File: src/rtl/npu_pkg.sv
// Shared constants for the NPU requantization datapath.
//   ACC_W_DEF / DATA_W_DEF : default accumulator and activation widths
//   SAT_MAX_DEF/SAT_MIN_DEF: clamp bounds for the default activation width
//   sat_max()/sat_min()    : clamp bounds for an arbitrary signed width
package npu_pkg;

   localparam int unsigned ACC_W_DEF  = 32;
   localparam int unsigned DATA_W_DEF = 8;

   localparam int SAT_MAX_DEF = 127;
   localparam int SAT_MIN_DEF = -128;

   function automatic int sat_max(input int unsigned w);
      return (1 << (w - 1)) - 1;
   endfunction

   function automatic int sat_min(input int unsigned w);
      return -(1 << (w - 1));
   endfunction

endpackage

File: src/rtl/requant_clamp.sv
// Combinational round / zero-point / clamp stage of the requantizer.
//   product : signed scaled accumulator (ACC_W+SCALE_W+1 bits)
//   shift   : rounding right-shift amount
//   zp      : signed output zero point
//   relu    : raise the lower clamp bound to zp
//   data    : clamped signed result
//   sat     : result was outside the representable DATA_W range
module requant_clamp
   import npu_pkg::*;
#(
   parameter int unsigned ACC_W   = ACC_W_DEF,
   parameter int unsigned DATA_W  = DATA_W_DEF,
   parameter int unsigned SCALE_W = 16,
   parameter int unsigned SHIFT_W = 5
) (
   input  logic signed [ACC_W+SCALE_W:0] product,
   input  logic        [SHIFT_W-1:0]     shift,
   input  logic signed [DATA_W-1:0]      zp,
   input  logic                          relu,
   output logic signed [DATA_W-1:0]      data,
   output logic                          sat
);

   localparam int unsigned PROD_W = ACC_W + SCALE_W + 1;
   // One guard bit for the rounding add, one more for the zero-point add.
   localparam int unsigned RND_W  = PROD_W + 1;
   localparam int unsigned SUM_W  = RND_W + 1;

   localparam logic signed [SUM_W-1:0] MAX_V = SUM_W'(sat_max(DATA_W));
   localparam logic signed [SUM_W-1:0] MIN_V = SUM_W'(sat_min(DATA_W));

   logic signed [RND_W-1:0] prod_ext;
   logic        [RND_W-1:0] rnd;
   logic signed [RND_W-1:0] rounded;
   logic signed [RND_W-1:0] r;
   logic signed [SUM_W-1:0] zp_ext;
   logic signed [SUM_W-1:0] v;
   logic signed [SUM_W-1:0] lo;

   always_comb begin
      prod_ext = {product[PROD_W-1], product};
      rnd      = '0;
      if (shift != '0) begin
         rnd = RND_W'(1) << (shift - SHIFT_W'(1));
      end
      rounded = prod_ext + $signed(rnd);
      // Arithmetic shift floors, so adding half first gives round-half-up.
      r       = rounded >>> shift;
      zp_ext  = {{(SUM_W - DATA_W){zp[DATA_W-1]}}, zp};
      v       = {r[RND_W-1], r} + zp_ext;
      // zp is always >= MIN_V, so max(MIN_V, zp) reduces to zp.
      lo      = relu ? zp_ext : MIN_V;
      // Only range overflow counts as saturation, never the relu floor.
      sat     = (v > MAX_V) || (v < MIN_V);
      if (v > MAX_V) begin
         data = MAX_V[DATA_W-1:0];
      end else if (v < lo) begin
         data = lo[DATA_W-1:0];
      end else begin
         data = v[DATA_W-1:0];
      end
   end

endmodule

File: src/rtl/requant_int8.sv
// Two-stage int32 -> int8 requantizer with valid/ready handshakes.
//   clk, rst           : clock, asynchronous active-high reset
//   in_valid/in_ready  : input handshake; in_acc is the signed accumulator
//   cfg_scale/shift/zp/relu : per-element config, sampled at input acceptance
//   out_valid/out_ready: output handshake; out_data result, out_sat clamp flag
//   clr_stats, sat_cnt : synchronous clear and saturating count of clamped outputs
module requant_int8
   import npu_pkg::*;
#(
   parameter int unsigned ACC_W   = ACC_W_DEF,
   parameter int unsigned DATA_W  = DATA_W_DEF,
   parameter int unsigned SCALE_W = 16,
   parameter int unsigned SHIFT_W = 5,
   parameter int unsigned CNT_W   = 16
) (
   input  logic                      clk,
   input  logic                      rst,
   input  logic                      in_valid,
   output logic                      in_ready,
   input  logic signed [ACC_W-1:0]   in_acc,
   input  logic        [SCALE_W-1:0] cfg_scale,
   input  logic        [SHIFT_W-1:0] cfg_shift,
   input  logic signed [DATA_W-1:0]  cfg_zp,
   input  logic                      cfg_relu,
   output logic                      out_valid,
   input  logic                      out_ready,
   output logic signed [DATA_W-1:0]  out_data,
   output logic                      out_sat,
   input  logic                      clr_stats,
   output logic        [CNT_W-1:0]   sat_cnt
);

   localparam int unsigned PROD_W = ACC_W + SCALE_W + 1;

   logic                     adv;
   logic signed [PROD_W-1:0] acc_ext;
   logic signed [PROD_W-1:0] scale_ext;
   logic signed [PROD_W-1:0] product_d;

   logic                     s1_valid_q;
   logic signed [PROD_W-1:0] s1_prod_q;
   logic        [SHIFT_W-1:0] s1_shift_q;
   logic signed [DATA_W-1:0] s1_zp_q;
   logic                     s1_relu_q;

   logic                     out_valid_q;
   logic signed [DATA_W-1:0] out_data_q;
   logic                     out_sat_q;
   logic        [CNT_W-1:0]  sat_cnt_q;

   logic signed [DATA_W-1:0] clamp_data;
   logic                     clamp_sat;
   logic                     cnt_hit;

   // Whole pipeline moves in lockstep; a stalled output freezes both stages.
   assign adv      = !out_valid_q || out_ready;
   assign in_ready = adv;

   // Scale is unsigned: zero-extend it so the signed multiply stays exact.
   always_comb begin
      acc_ext   = {{(SCALE_W + 1){in_acc[ACC_W-1]}}, in_acc};
      scale_ext = {{(ACC_W + 1){1'b0}}, cfg_scale};
      product_d = acc_ext * scale_ext;
   end

   always_ff @(posedge clk or posedge rst) begin
      if (rst) begin
         s1_valid_q <= 1'b0;
         s1_prod_q  <= '0;
         s1_shift_q <= '0;
         s1_zp_q    <= '0;
         s1_relu_q  <= 1'b0;
      end else if (adv) begin
         s1_valid_q <= in_valid;
         if (in_valid) begin
            s1_prod_q  <= product_d;
            s1_shift_q <= cfg_shift;
            s1_zp_q    <= cfg_zp;
            s1_relu_q  <= cfg_relu;
         end
      end
   end

   requant_clamp #(
      .ACC_W   (ACC_W),
      .DATA_W  (DATA_W),
      .SCALE_W (SCALE_W),
      .SHIFT_W (SHIFT_W)
   ) u_clamp (
      .product (s1_prod_q),
      .shift   (s1_shift_q),
      .zp      (s1_zp_q),
      .relu    (s1_relu_q),
      .data    (clamp_data),
      .sat     (clamp_sat)
   );

   always_ff @(posedge clk or posedge rst) begin
      if (rst) begin
         out_valid_q <= 1'b0;
         out_data_q  <= '0;
         out_sat_q   <= 1'b0;
      end else if (adv) begin
         out_valid_q <= s1_valid_q;
         if (s1_valid_q) begin
            out_data_q <= clamp_data;
            out_sat_q  <= clamp_sat;
         end
      end
   end

   assign cnt_hit = out_valid_q && out_ready && out_sat_q;

   // Clear wins over a coincident counted handshake.
   always_ff @(posedge clk or posedge rst) begin
      if (rst) begin
         sat_cnt_q <= '0;
      end else if (clr_stats) begin
         sat_cnt_q <= '0;
      end else if (cnt_hit && (sat_cnt_q != '1)) begin
         sat_cnt_q <= sat_cnt_q + CNT_W'(1);
      end
   end

   assign out_valid = out_valid_q;
   assign out_data  = out_data_q;
   assign out_sat   = out_sat_q;
   assign sat_cnt   = sat_cnt_q;

endmodule

File: config.mk
export PLATFORM = sky130hd
export DESIGN_NAME = requant_int8
export DESIGN_NICKNAME = d
export VERILOG_FILES = /design/src/rtl/npu_pkg.sv /design/src/rtl/requant_clamp.sv /design/src/rtl/requant_int8.sv
export SDC_FILE = /design/constraint.sdc
export NUM_CORES = 2
export LEC_CHECK = 0
export BUFFER_PORTS_ARGS = -buffer_cell sky130_fd_sc_hd__buf_2
export CORE_ASPECT_RATIO = 1.2
export CORE_MARGIN = 2
export CORE_UTILIZATION = 30
export DETAILED_ROUTE_END_ITERATION = 12
export GPL_ROUTABILITY_DRIVEN = 0
export HOLD_SLACK_MARGIN = 0.02
export PLACE_DENSITY = 0.45
export RECOVER_POWER = 50
export REMOVE_ABC_BUFFERS = 1
export SLEW_MARGIN = 0
export SYNTH_ARGS = -nofsm -noshare
export SYNTH_HDL_FRONTEND = slang
export SYNTH_HIERARCHICAL = 1
export SYNTH_SLANG_ARGS = --single-unit
File: constraint.sdc
create_clock -name clk -period 30.2 [get_ports clk]
set_clock_uncertainty 0.2 [all_clocks]
set_input_delay 0 -clock clk [delete_from_list [all_inputs] [get_ports clk]]
set_output_delay 0 -clock clk [all_outputs]
set_load 0.005 [all_outputs]
==> flow_metrics.tcl <==
set metrics [dict create \
    outcome "finished with violations" \
    violations "max-capacitance violations, max-slew violations" \
    crit_family "compound AO/OA/AOI/OAI gates" \
    grt_pass1_wl_um 174000 \
    cp.required_ns 30.28 \
    postSynthAreaPerCell_um2 8.00 \
    yosys.area.top_type "fa_1" \
    multi_input_area_um2 27500 \
    dpl.hpwl_um 85600 \
    grt_overflow 0 \
    critPathBufInv 4 \
    synth_flop_cell "dfrtp_1" \
    die-height_um 366 \
    endpoint_kind "register" \
    grt_max_degree 96 \
    clock-root-buffer "clkbuf_16" \
    post-route-period-util_pct 41.9 \
    grt_use_total_pct 19.4 \
    rows 132 \
    crit_slowest_cell "mux2i_1" \
    area_growth_syn_to_layout_pct 7.01 \
    rsz0062_at_grt "false" \
    slew_headroom_pct -139 \
    antenna_found_initial 0 \
    clkSinkCount 90 \
    pin_count 94 \
    fin_cells 5479 \
    via_count 28621 \
    critPathMaxStageDelay_ns 1.00 \
    drv_slew 189 \
    final_cell_area_um2 35100 \
    viasPerCell 5.22 \
    drc 0 \
    fin_crit_ns 12.66 \
    synth.distinct_cells 105 \
    wl_um 108000 \
    fmax_ghz 0.0790 \
    core_um2 108000 \
    syn-cell-area_um2 32800 \
    clock_path_buffers 2 \
    num_antenna_cells 0 \
    post_dp_cell_area_um2 34500 \
    reg2reg_slack_ns 17.54 \
    dr.pass1.iters 5 \
    ant_nets 0 \
    ys_ff_latch 90 \
    h-tree-depth 3 \
    wl_per_cell_um 19.8 \
    yosysSeqAreaShare_pct 6.86 \
    synth_top_area_share_pct 30.0 \
    postCtsSetupRepairBufs 0 \
    die-area_um2 112000 \
    synthCells 4100 \
    drv_cap 3 \
    finalSetupViolations 0 \
    holdCritPathClass "input port to register" \
    crit_type "register to register" \
    drt_iter0_markers 1757 \
    fill_cells 11681 \
    portBuffers 93 \
    synth-edff-count 0 \
    path_clk_slew_ns 0.08 \
    fin_nets 4875 \
    ff_latch_area_um2 2260 \
    cts_buffers 9 \
    place_inst 5428 \
    yosys-top-cells-area "fa_1 (30%), ha_1 (9.5%), nand2_1 (7.0%)" \
    fin_setup_tns_ns 0 \
    die_w_um 306 \
    hold_violations 0 \
    async_flop_share_pct 100 \
    ys_warn_count 6 \
    initial_core_util_pct 30.3 \
    clk_latency_ns 0.39 \
    cts_tree "done" \
    drive_gt1_share_pct 5.57 \
    grt_pass1_vias 30326 \
    cp_max_fo 56 \
    worst_pin_slew_ns 3.59 \
    worst_setup_path_start_kind "register" \
    arrival_ns 12.74 \
]
sequential cells by signal (all words and copies together), names as in the netlist:
signal and cells:
s1_zp_q 8, s1_relu_q 1, out_data 8, s1_valid_q 1, out_sat 1, s1_prod_q 49, sat_cnt 16, out_valid 1
s1_shift_q 5
cells in the mapped netlist (26+ instances only):
cell        n
a211oi_1   34
a21o_1     69
a21oi_1   191
and2_1    267
and3_1     30
clkbuf_1  166
dfrtp_1    90
fa_1      491
ha_1      250
inv_1     603
mux2_2     37
mux2i_1    66
nand2_1   615
nand2b_1   26
nand3_1    76
nand4_1    60
nor2_1    204
nor3_1     71
o211ai_1   32
o21a_1     30
o21ai_0   156
xnor2_1    81
xor2_1     44
worst register-to-register path: cells and delay by family (launching register included):
family,cells,cell delay [ns]
DFF,1,0.34
muxes,4,2.12
and+or+nand+nor,13,2.89
buffers and inverters,4,1.53
xor gates and xnor gates,1,0.38
AOI/OAI and AO/OA,12,3.89
adders and majority gates,3,1.20
layer usage:
layer | up-vias | GRT usage, % | wire length [um]
met5 | - | 0 | 0
met4 | 0 | 5.92 | 3330
met3 | 164 | 0.983 | 3030
met2 | 656 | 34.7 | 53900
met1 | 14347 | 25.1 | 48000
li1 | 13454 | - | -
area by class of cell:
cell class              count  area share, %
flip-flops and latches     90           6.43
multi-input cells        3204           78.3
repair buffers            157           2.87
clock inverters             7          0.264
clock buffers               9          0.641
inverters                 605           6.47
well taps                1407           5.01
logic make-up (layout without fill, tap and decap cells):
logic type	count (synthesis)	after routing	synth area share [%]
and+or+nand+nor	1457	1457	21.3
buffers and inverters	806	778	9.32
AOI/OAI and AO/OA	766	766	15.6
adders and majority gates	741	741	39.5
xor gates and xnor gates	126	126	3.39
muxes	113	113	3.97
DFF	90	90	6.86
other	1	1	0.0114
per-stage QoR:
stage | utilization, % | setup WS [ns] | hold WS (ns)
floorplan | - | 18.77 | -0.137
global placement | 31.9 | 17.90 | -0.148
detailed placement | 31.9 | 17.83 | -0.145
CTS | 32.5 | 17.76 | 0.248
global route | 32.5 | 16.54 | 0.296
finish | 32.5 | 17.54 | 0.267
path summary, 6_finish.rpt:
path | startpoint | endpoint | depth (start not counted)
max | s1_shift_q[0] | out_data[2] | 37
max in group asynchronous | rst | s1_shift_q[2] | 5
max reg2reg | s1_shift_q[0] | out_data[2] | 37
min reg2reg | s1_valid_q | out_valid | 2
min | in_acc[1] | s1_prod_q[1] | 5
min in group asynchronous | rst | out_data[3] | 4
layout by cell type, fill, tap and decap left out, drive strengths merged, types with 11 or more instances in the layout:
master | synthesis | layout
mux2i | 66 | 66
o21bai | 17 | 17
nor2b | 20 | 20
o21a | 30 | 30
a2111oi | 12 | 12
fa | 491 | 491
o21ai | 179 | 179
nor3 | 74 | 74
xnor2 | 82 | 82
or3 | 22 | 22
a21o | 70 | 70
nor4 | 19 | 19
nand3 | 77 | 77
inv | 604 | 607
a31oi | 24 | 24
clkbuf | 168 | 25
ha | 250 | 250
mux2 | 37 | 37
a221o | 11 | 11
dlygate4sd3 | 0 | 35
nand2 | 615 | 615
o31ai | 21 | 21
a211oi | 35 | 35
o211ai | 34 | 34
and4 | 13 | 13
nand2b | 26 | 26
a211o | 11 | 11
nor2 | 204 | 204
nand4 | 60 | 60
and3 | 30 | 30
a22oi | 12 | 12
dfrtp | 90 | 90
and2 | 267 | 267
a21oi | 200 | 200
buf | 33 | 106
xor2 | 44 | 44
repair_timing:
action | 4_1_cts | 5_1_grt
resized for setup | 0 | 0
hold buffers | 35 | 0
endpoints found under the hold margin | 67 | 0
Power is left out: the tool's default activity adds up to more than one toggle a clock period on the data nets, which glitch-free logic cannot reach.
